File: src/rtl/clock_divider.sv
// clock_divider: divides ClkOsc by N = InputClkFreq/OutputClkFreq into a
// registered, near-50%-duty ClkDiv.
//
// Ports:
//   ClkOsc  in   input clock; all state updates on its rising edge
//   Rst     in   asynchronous active-low reset (clears counter and ClkDiv)
//   ClkDiv  out  divided clock, driven directly from a flop
//
// Timing from reset release: low for L = N/2 edges, high for H = N-L edges,
// period N.  Odd N gives the extra cycle to the high phase.
module clock_divider #(
    parameter int InputClkFreq  = 50_000_000,
    parameter int OutputClkFreq = 100
) (
    input  logic ClkOsc,
    input  logic Rst,
    output logic ClkDiv
);

    // A zero/negative output frequency is rejected below; the fallback of 2
    // only keeps the derived widths legal while that error is reported.
    localparam int N  = (OutputClkFreq > 0) ? InputClkFreq / OutputClkFreq : 2;
    localparam int L  = N / 2;
    localparam int H  = N - L;
    localparam int CW = (N > 2) ? $clog2(N) : 1;

    localparam logic [CW-1:0] LAST = CW'(N - 1);
    localparam logic [CW-1:0] RISE = CW'(L - 1);

    generate
        if (OutputClkFreq <= 0) begin : g_bad_out
            $error("clock_divider: OutputClkFreq must be positive");
        end else if (N < 2) begin : g_bad_ratio
            $error("clock_divider: ratio below 2, OutputClkFreq too high");
        end
    endgenerate

    logic [CW-1:0] cnt;

    // cnt walks 0..N-1 and wraps; ClkDiv rises after the L-th edge of a
    // period (cnt==L-1) and falls on the N-th (cnt==N-1).  For N=2 these
    // two points are adjacent, so ClkDiv toggles every edge.
    always_ff @(posedge ClkOsc or negedge Rst) begin
        if (!Rst) begin
            cnt    <= '0;
            ClkDiv <= 1'b0;
        end else begin
            if (cnt == LAST) begin
                cnt <= '0;
            end else begin
                cnt <= cnt + 1'b1;
            end
            if (cnt == RISE) begin
                ClkDiv <= 1'b1;
            end else if (cnt == LAST) begin
                ClkDiv <= 1'b0;
            end
        end
    end

    // H is kept as a named quantity of the timing contract; it is implied
    // by the RISE/LAST compare points above.
    logic unused_h;
    assign unused_h = (H > 0);

endmodule

File: config.mk
export PLATFORM = sky130hd
export DESIGN_NAME = clock_divider
export DESIGN_NICKNAME = d
export VERILOG_FILES = /design/src/rtl/clock_divider.sv
export SDC_FILE = /design/constraint.sdc
export NUM_CORES = 1
export LEC_CHECK = 0
export CAP_MARGIN = 20
export CORE_AREA = 3 3 46 48
export CTS_CLUSTER_DIAMETER = 80
export DETAILED_ROUTE_END_ITERATION = 8
export DIE_AREA = 0 0 49 51
export PLACE_DENSITY = 0.73
export REMOVE_ABC_BUFFERS = 1
export SLEW_MARGIN = 15
export SYNTH_ARGS = -nofsm -noshare
export SYNTH_HDL_FRONTEND = slang
export SYNTH_SLANG_ARGS = --single-unit
File: constraint.sdc
create_clock -name ClkOsc -period 2.3 [get_ports ClkOsc]
set_clock_uncertainty 0.05 [all_clocks]
set_input_delay 0.46 -clock ClkOsc [delete_from_list [all_inputs] [get_ports ClkOsc]]
set_output_delay 0.46 -clock ClkOsc [all_outputs]
set_load 0.1 [all_outputs]
Word-level counts from Yosys, hierarchy flattened
Index checks and enable logic that the tools add are counted.
Widths: inputs -> output; s select.
{"block": "totals", "ff_bits": 20, "output_inout_bits": 1, "elab_cells": 9}
{"block": "op_classes", "add_sub_neg": 1, "n_eq_ne": 2, "mux": 3, "reduce_logical": 1}
{"cell": "$add 19x1->19 const B", "count": 1}
{"cell": "$eq 19x18->1 const B", "count": 1}
{"cell": "$eq 19x19->1 const B", "count": 1}
{"cell": "$mux 19", "count": 1}
{"cell": "$mux 1", "count": 2}
{"cell": "$reduce_bool 2->1", "count": 1}

Logic depth before layout (Yosys ltp)
Gate-level depths: netlist (run 1).
{"block": "depth", "word_depth": 3, "ltp_mapped": 6}

Least setup slack after synthesis (run 1)
OpenSTA, ideal clock, no wires.
{"block": "synth_timing", "kind": "reg2reg", "from": "reg cnt[5]", "to": "reg cnt[17]", "setup_time_ns": 0.073, "arrival_ns": 1.820, "required_time_ns": 2.177, "path_slack_ns": 0.357, "path_stages_with_launch": 6, "path_cell_list": "dfrtp_1 > nand4_2 > or4_1 > buf_2 > or4_4 > a21oi_2"}
{"block": "synth_via", "elab_chain_cells": 2, "elab_cells_between_ends": 3}
{"item": "start, declared", "line": "38", "text": "logic [CW-1:0] cnt;"}
{"item": "start signal, assigned", "line": "51", "text": "cnt <= cnt + 1'b1;"}
{"item": "$add 19x1->19 / $eq 19x19->1 (equally long branches)", "line": "51, 48"}
{"item": "$mux 19 *", "line": "48", "text": "if (cnt == LAST) begin"}
Every way passes the cells marked *; elsewhere a longest branch is shown, timed or not.
A chain may end at the register's enable or synchronous reset.

Worst setup path after layout (run 1)
Same ends and word-level chain as after synthesis.

==> impl_results.md, run 1 <==
- Setup Viol. Count Final: 0
- Final Hold Fails: 0
- Setup TNS: 0 ns
- Clock buffer depth: 2
- Final core utilization: 61.1%
- Vias in the first global route: 655
- Drt wl/cell: 13.1 um
- Hpwl dp: 1210 um
- DRC: 0
- GPL Wtd Cong: 0.818
- CTS tree: built
- R2R setup slack: 0.25 ns
- Root Driver: clkbuf_4
- Post-synth top area share: 52.4%
- Post-synth EDFFs: 0
- Yosys warning total: 0
- WL final: 1620 um
- Final Critical Period: 2.05 ns
- Max-cap violations: 0
- Die span in x: 49 um
- Place WS: 0.241 ns
- Compound-Gate Fraction of Synth Area: 5.37%
- R2R Path End: cnt[17]
- Power Density: 607 nW/um^2
- Setup ws final: 0.251 ns
- Row count: 15
- PortBufs: 2
- Post-synth cell types: 27
- Peak VDD IR: 0.517 mV
- Synthesized area: 955 um^2
- Die area: 2500 um^2
- Hold slack: 0.411 ns
- Final ANT Viol Nets: 0
- Hold Crit Class: primary input to asynchronous set/reset pin
- Post-synth ARST share: 100%
- Adder-Cell Fraction of Synth Area: 1.31%
- Synth top area cells: dfrtp_1 (52%), xnor2_1 (6.4%), xor2_1 (5.5%)
- Initial antenna violation count: 0
- Via count: 677
- Status: finished, final reports clean
- Critical Path RT: 2.50 ns
- Grt ovf: 0
- Syn Inst Count: 91
- Share of cells above drive strength 1: 15.3%
- CP max FO: 7
- Core area: 1750 um^2
- Reg clk slew, reported paths: 0.12 ns
- Clock sink count: 20
- Critical path class: flip-flop to flip-flop
- Worst reg2reg path startpoint: cnt[5]
- # hold bufs at CTS: 0
- Final Slew Violations: 0
- Fmax achieved: 0.488 GHz
- DRT iter0 DRCs: 9
- Syn-to-layout area delta: 11.7%
- Post-Synth Simple-Gate Area: 27.3%
- Final Cycle Share: 89.1%
- GRT Overall Usage: 15.9%
- DIE HEIGHT: 51 um
- Seq/Total Area, Yosys: 52.4%
- Worst-Margin Slew: 0.300 ns
- Clock network latency to the later pin of the worst-skew pair: 0.31 ns
- Post-CTS sizing: 0
- CP arrival: 2.25 ns
- Final nets: 102
- Ys flop type: dfrtp_1
- Top Ports: 3
- Post-Synth XOR/XNOR Area: 11.9%
- P_leak: 0.427 nW
- H-tree depth: 1
- Initial core utilization: 54.7%
- Syn avg cell area: 10.5 um^2
- Vias/cell: 5.50
- Largest net degree at the start of global routing: 21
- CTS Buf Count: 3
- Startpoint Class: flip-flop
- Drt first pass iters: 3
- RSZ-0062 raised after global routing: no
- Multiplexer share of the synthesized area: 0%
- Setup crit end kind: flip-flop
- First-pass GRT wire length: 2970 um
- Post-CTS Repair Setup Buffers: 0
- Reg2Reg Depth: 4
- Largest family of logic cells by synthesized area: simple AND/OR/NAND/NOR gates
- Cell taking the most area after synthesis: dfrtp_1
- Rel. slew slack: 79.8%
- Seq cells post-synth: 20
- # diodes: 0
## critical path: stages, from the launching register on
cell	delay [ns]
dfrtp_1	0.45
nand4_2	0.18
or4_1	0.63
or4_4	0.56
a21oi_2	0.14
## worst max path at each step
| stage | slack (ns) | from | endpoint |
|---|---|---|---|
| floorplan | 0.31 | cnt[9] | ClkDiv |
| global placement | 0.31 | cnt[5] | cnt[17] |
| detailed placement | 0.24 | cnt[5] | cnt[17] |
| CTS | 0.24 | cnt[5] | cnt[17] |
| global route | 0.12 | cnt[0] | cnt[18] |
| finish | 0.25 | cnt[5] | cnt[17] |
## sequential cells by signal, indices dropped and copies added (netlist names)
signal / flops
ClkDiv: 1
cnt: 19
## layer usage
| metal | routed length [um] | global-route usage (%) |
|---|---|---|
| met4 | 14 | 6.64 |
| met1 | 822 | 20.8 |
| met2 | 714 | 23.1 |
| met3 | 63 | 6.71 |
| met5 | 0 | 0 |
## stage by stage
| step | instances | instance area (um^2) | total power [W] |
|---|---|---|---|
| global placement | 119 | 1010 | 0.000368 |
| global route | 123 | 1070 | 0.000674 |
| CTS | 123 | 1070 | 0.000654 |
| finish | 123 | 1070 | 0.000647 |
| floorplan | 89 | 942 | 0.000358 |
| detailed placement | 119 | 1010 | 0.000368 |
## cells by family after synthesis
| group | after synthesis |
|---|---|
| buffers and inverters | 3 |
| xor gates and xnor gates | 13 |
| adders and majority gates | 1 |
| and+or+nand+nor | 45 |
| DFF | 20 |
| AOI/OAI and AO/OA | 9 |
## report_power, final
group / leakage, nW / internal (W) / switching, W
clock network: 0.0279 / 0.000176 / 0.000110
logic: 0.134 / 0.00000260 / 0.00000641
registers: 0.265 / 0.000351 / 0
## cells in the mapped netlist (2+ instances only)
master	instances
a21oi_1	3
or4_1	4
nand3_1	5
nand4_1	4
nand4b_1	2
xor2_1	6
or3_1	3
nand2_1	8
xnor2_1	7
or3_2	2
nor2_1	9
o21ai_0	4
dfrtp_1	20
## placed cells by master, fill, tap and decap left out, types with 2 or more instances in the layout
master	instances
nor2_1	9
a21oi_1	3
or4_1	4
nand3_1	5
or3_2	2
or3_1	3
dfrtp_1	20
xnor2_1	7
xor2_1	6
o21ai_0	4
nand4b_1	2
buf_4	4
clkbuf_4	3
nand4_1	4
nand2_1	8
## cell type report
type                       instances  area, um^2
fill                             151         679
sequential                        20         500
multi-input combinational         68         438
timing repair buffer               5        40.0
tap                               25        31.3
clock inverter                     1        30.0
clock buffer                       3        22.5
inverter                           1        3.75
Note: power is estimated with default switching activity, not from simulation.
==> run 2, diff against run 1 <==
--- a/config.mk
+++ b/config.mk
@@ -8,6 +8,7 @@
 export CAP_MARGIN = 20
 export CORE_AREA = 3 3 46 48
 export CTS_CLUSTER_DIAMETER = 80
+export CTS_CLUSTER_SIZE = 24
 export DETAILED_ROUTE_END_ITERATION = 8
 export DIE_AREA = 0 0 49 51
 export PLACE_DENSITY = 0.73
==> constraint.sdc (replaced) <==
create_clock -name ClkOsc -period 1.9 [get_ports ClkOsc]
set_clock_uncertainty 0.05 [all_clocks]
set_input_delay 0.38 -clock ClkOsc [delete_from_list [all_inputs] [get_ports ClkOsc]]
set_output_delay 0.38 -clock ClkOsc [all_outputs]
set_load 0.1 [all_outputs]
==> impl_results.md, run 2 (synthesis results as in run 1) <==
- Die span in x: 49 um
- Max FFs per register: 19
- PortBufs: 2
- Most frequent cells in the layout: buf_4 (21), dfrtp_1 (20), nand2_1 (8), nor2_1 (8), xnor2_1 (7)
- Startpoint Class: flip-flop
- Max incr delay on CP: 0.53 ns
- DRT iter0 DRCs: 25
- Final nets: 121
- Peak VDD IR: 0.521 mV
- Top reg by flops: cnt
- First-pass GRT wire length: 3430 um
- GRT Overall Usage: 18.2%
- Syn-to-layout area delta: 28.4%
- CP max FO: 5
- Worst-Margin Slew: 0.346 ns
- CP max stage cell: or4_4
- NetSw: 0.000130 W
- Die area: 2500 um^2
- Setup crit end kind: flip-flop
- WL final: 2050 um
- Clock power share: 30.9%
- # hold bufs at CTS: 0
- Setup Viol. Count Final: 0
- Final Slew Violations: 0
- Core area: 1750 um^2
- Commonest non-fill, non-tap cell in the layout: buf_4
- Combinational Power Share: 1.8%
- Via count: 799
- Initial antenna violation count: 0
- Crit path cell chain: or4_4, or3_4, nor2_4, buf_4, nor2_1
- R2R setup slack: 0.01 ns
- Hold Crit Class: primary input to asynchronous set/reset pin
- DIE HEIGHT: 51 um
- Critical Path RT: 2.05 ns
- CTS Buf Count: 3
- Largest net degree at the start of global routing: 21
- Final Critical Period: 1.89 ns
- Final Cycle Share: 99.3%
- Initial core utilization: 54.7%
- GPL Wtd Cong: 0.810
- Drt wl/cell: 14.5 um
- Clock buffer depth: 2
- Dpl cells: 136
- Root Driver: clkbuf_4
- H-tree depth: 1
- # diodes: 0
- Delay-heaviest family, CP: simple AND/OR/NAND/NOR gates
- CP Buf/Inv Count: 1
- Clock network latency to the later pin of the worst-skew pair: 0.30 ns
- Final ANT Viol Nets: 0
- Max-cap violations: 0
- Share of cells above drive strength 1: 33.6%
- Vias in the first global route: 746
- Status: finished, final reports clean
- Final Hold Fails: 0
- Fmax achieved: 0.530 GHz
- Internal power: 0.000503 W
- P_leak: 0.538 nW
- Reg power frac: 67.3%
- Grt ovf: 0
- Clock sink count: 20
- Drt first pass iters: 4
- CP arrival: 2.04 ns
- Vias/cell: 5.67
- Critical path class: flip-flop to flip-flop
- Non-filler cells, final: 141
- Top Registers: cnt x19, ClkDiv x1
- Rel. slew slack: 76.8%
- Top Ports: 3
- Switching Fraction: 20.5%
- Power Density: 516 nW/um^2
- Hpwl dp: 1420 um
- CTS tree: built
- Reg clk slew, reported paths: 0.10 ns
- Total power after layout: 0.000632 W
- Row count: 15
- DRC: 0
run 2: area by class of cell:
| type | count | area [um^2] |
|---|---|---|
| Clock buffer | 3 | 22.5 |
| Fill cell | 137 | 519 |
| Inverter | 1 | 3.75 |
| Multi-Input combinational cell | 68 | 469 |
| Sequential cell | 20 | 500 |
| Tap cell | 25 | 31.3 |
| Timing Repair Buffer | 24 | 199 |
run 2: path summary, 6_finish.rpt:
| kind | from | endpoint | cells after the start |
|---|---|---|---|
| hold / removal | Rst | cnt[17] | 2 |
| setup reg to reg | cnt[10] | cnt[16] | 5 |
| setup / recovery | cnt[10] | cnt[16] | 5 |
| min in group ClkOsc | cnt[0] | cnt[0] | 1 |
| hold reg to reg | cnt[0] | cnt[0] | 1 |
| max in group asynchronous | Rst | cnt[3] | 2 |
run 2: power groups by stage:
stage | clock [W] | combinational, W | sequential, W
6_report | 0.000196 | 0.0000113 | 0.000425
5_1_grt | 0.000225 | 0.0000129 | 0.000426
4_1_cts | 0.000201 | 0.0000119 | 0.000425
3_5_place_dp | 0 | 0.0000119 | 0.000434
3_3_place_gp | 0 | 0.0000118 | 0.000434
2_1_floorplan | 0 | 0.000000000109 | 0.000434
run 2: per-stage QoR:
| step | util (%) | TNS (ns) | hold WS [ns] | worst slack, ns | area, um^2 |
|---|---|---|---|---|---|
| after floorplan | - | -0.537 | 0.0344 | -0.0930 | 942 |
| after global placement | 66.1 | 0 | 0.413 | 0.0206 | 1150 |
| after detailed placement | 66.1 | -0.0390 | 0.425 | -0.0390 | 1150 |
| after CTS | 69.2 | 0 | 0.364 | 0.00641 | 1210 |
| after global routing | 70.3 | -0.298 | 0.359 | -0.0423 | 1230 |
| final | 70.3 | 0 | 0.358 | 0.0141 | 1230 |
run 2: per-layer routing:
metal | vias up | track usage, % | wire, um
met4 | 0 | 9.95 | 36
li1 | 375 | - | -
met3 | 5 | 5.25 | 128
met2 | 29 | 27.8 | 999
met5 | - | 0 | 0
met1 | 390 | 23.3 | 887
run 2: timing repair:
item / in CTS / in global routing
setup endpoints to repair: 4 / 11
gates resized for setup: 5 / 5
endpoints found under the hold margin: 0 / 0
setup buffers: 2 / 1
pin swaps: 3 / 5
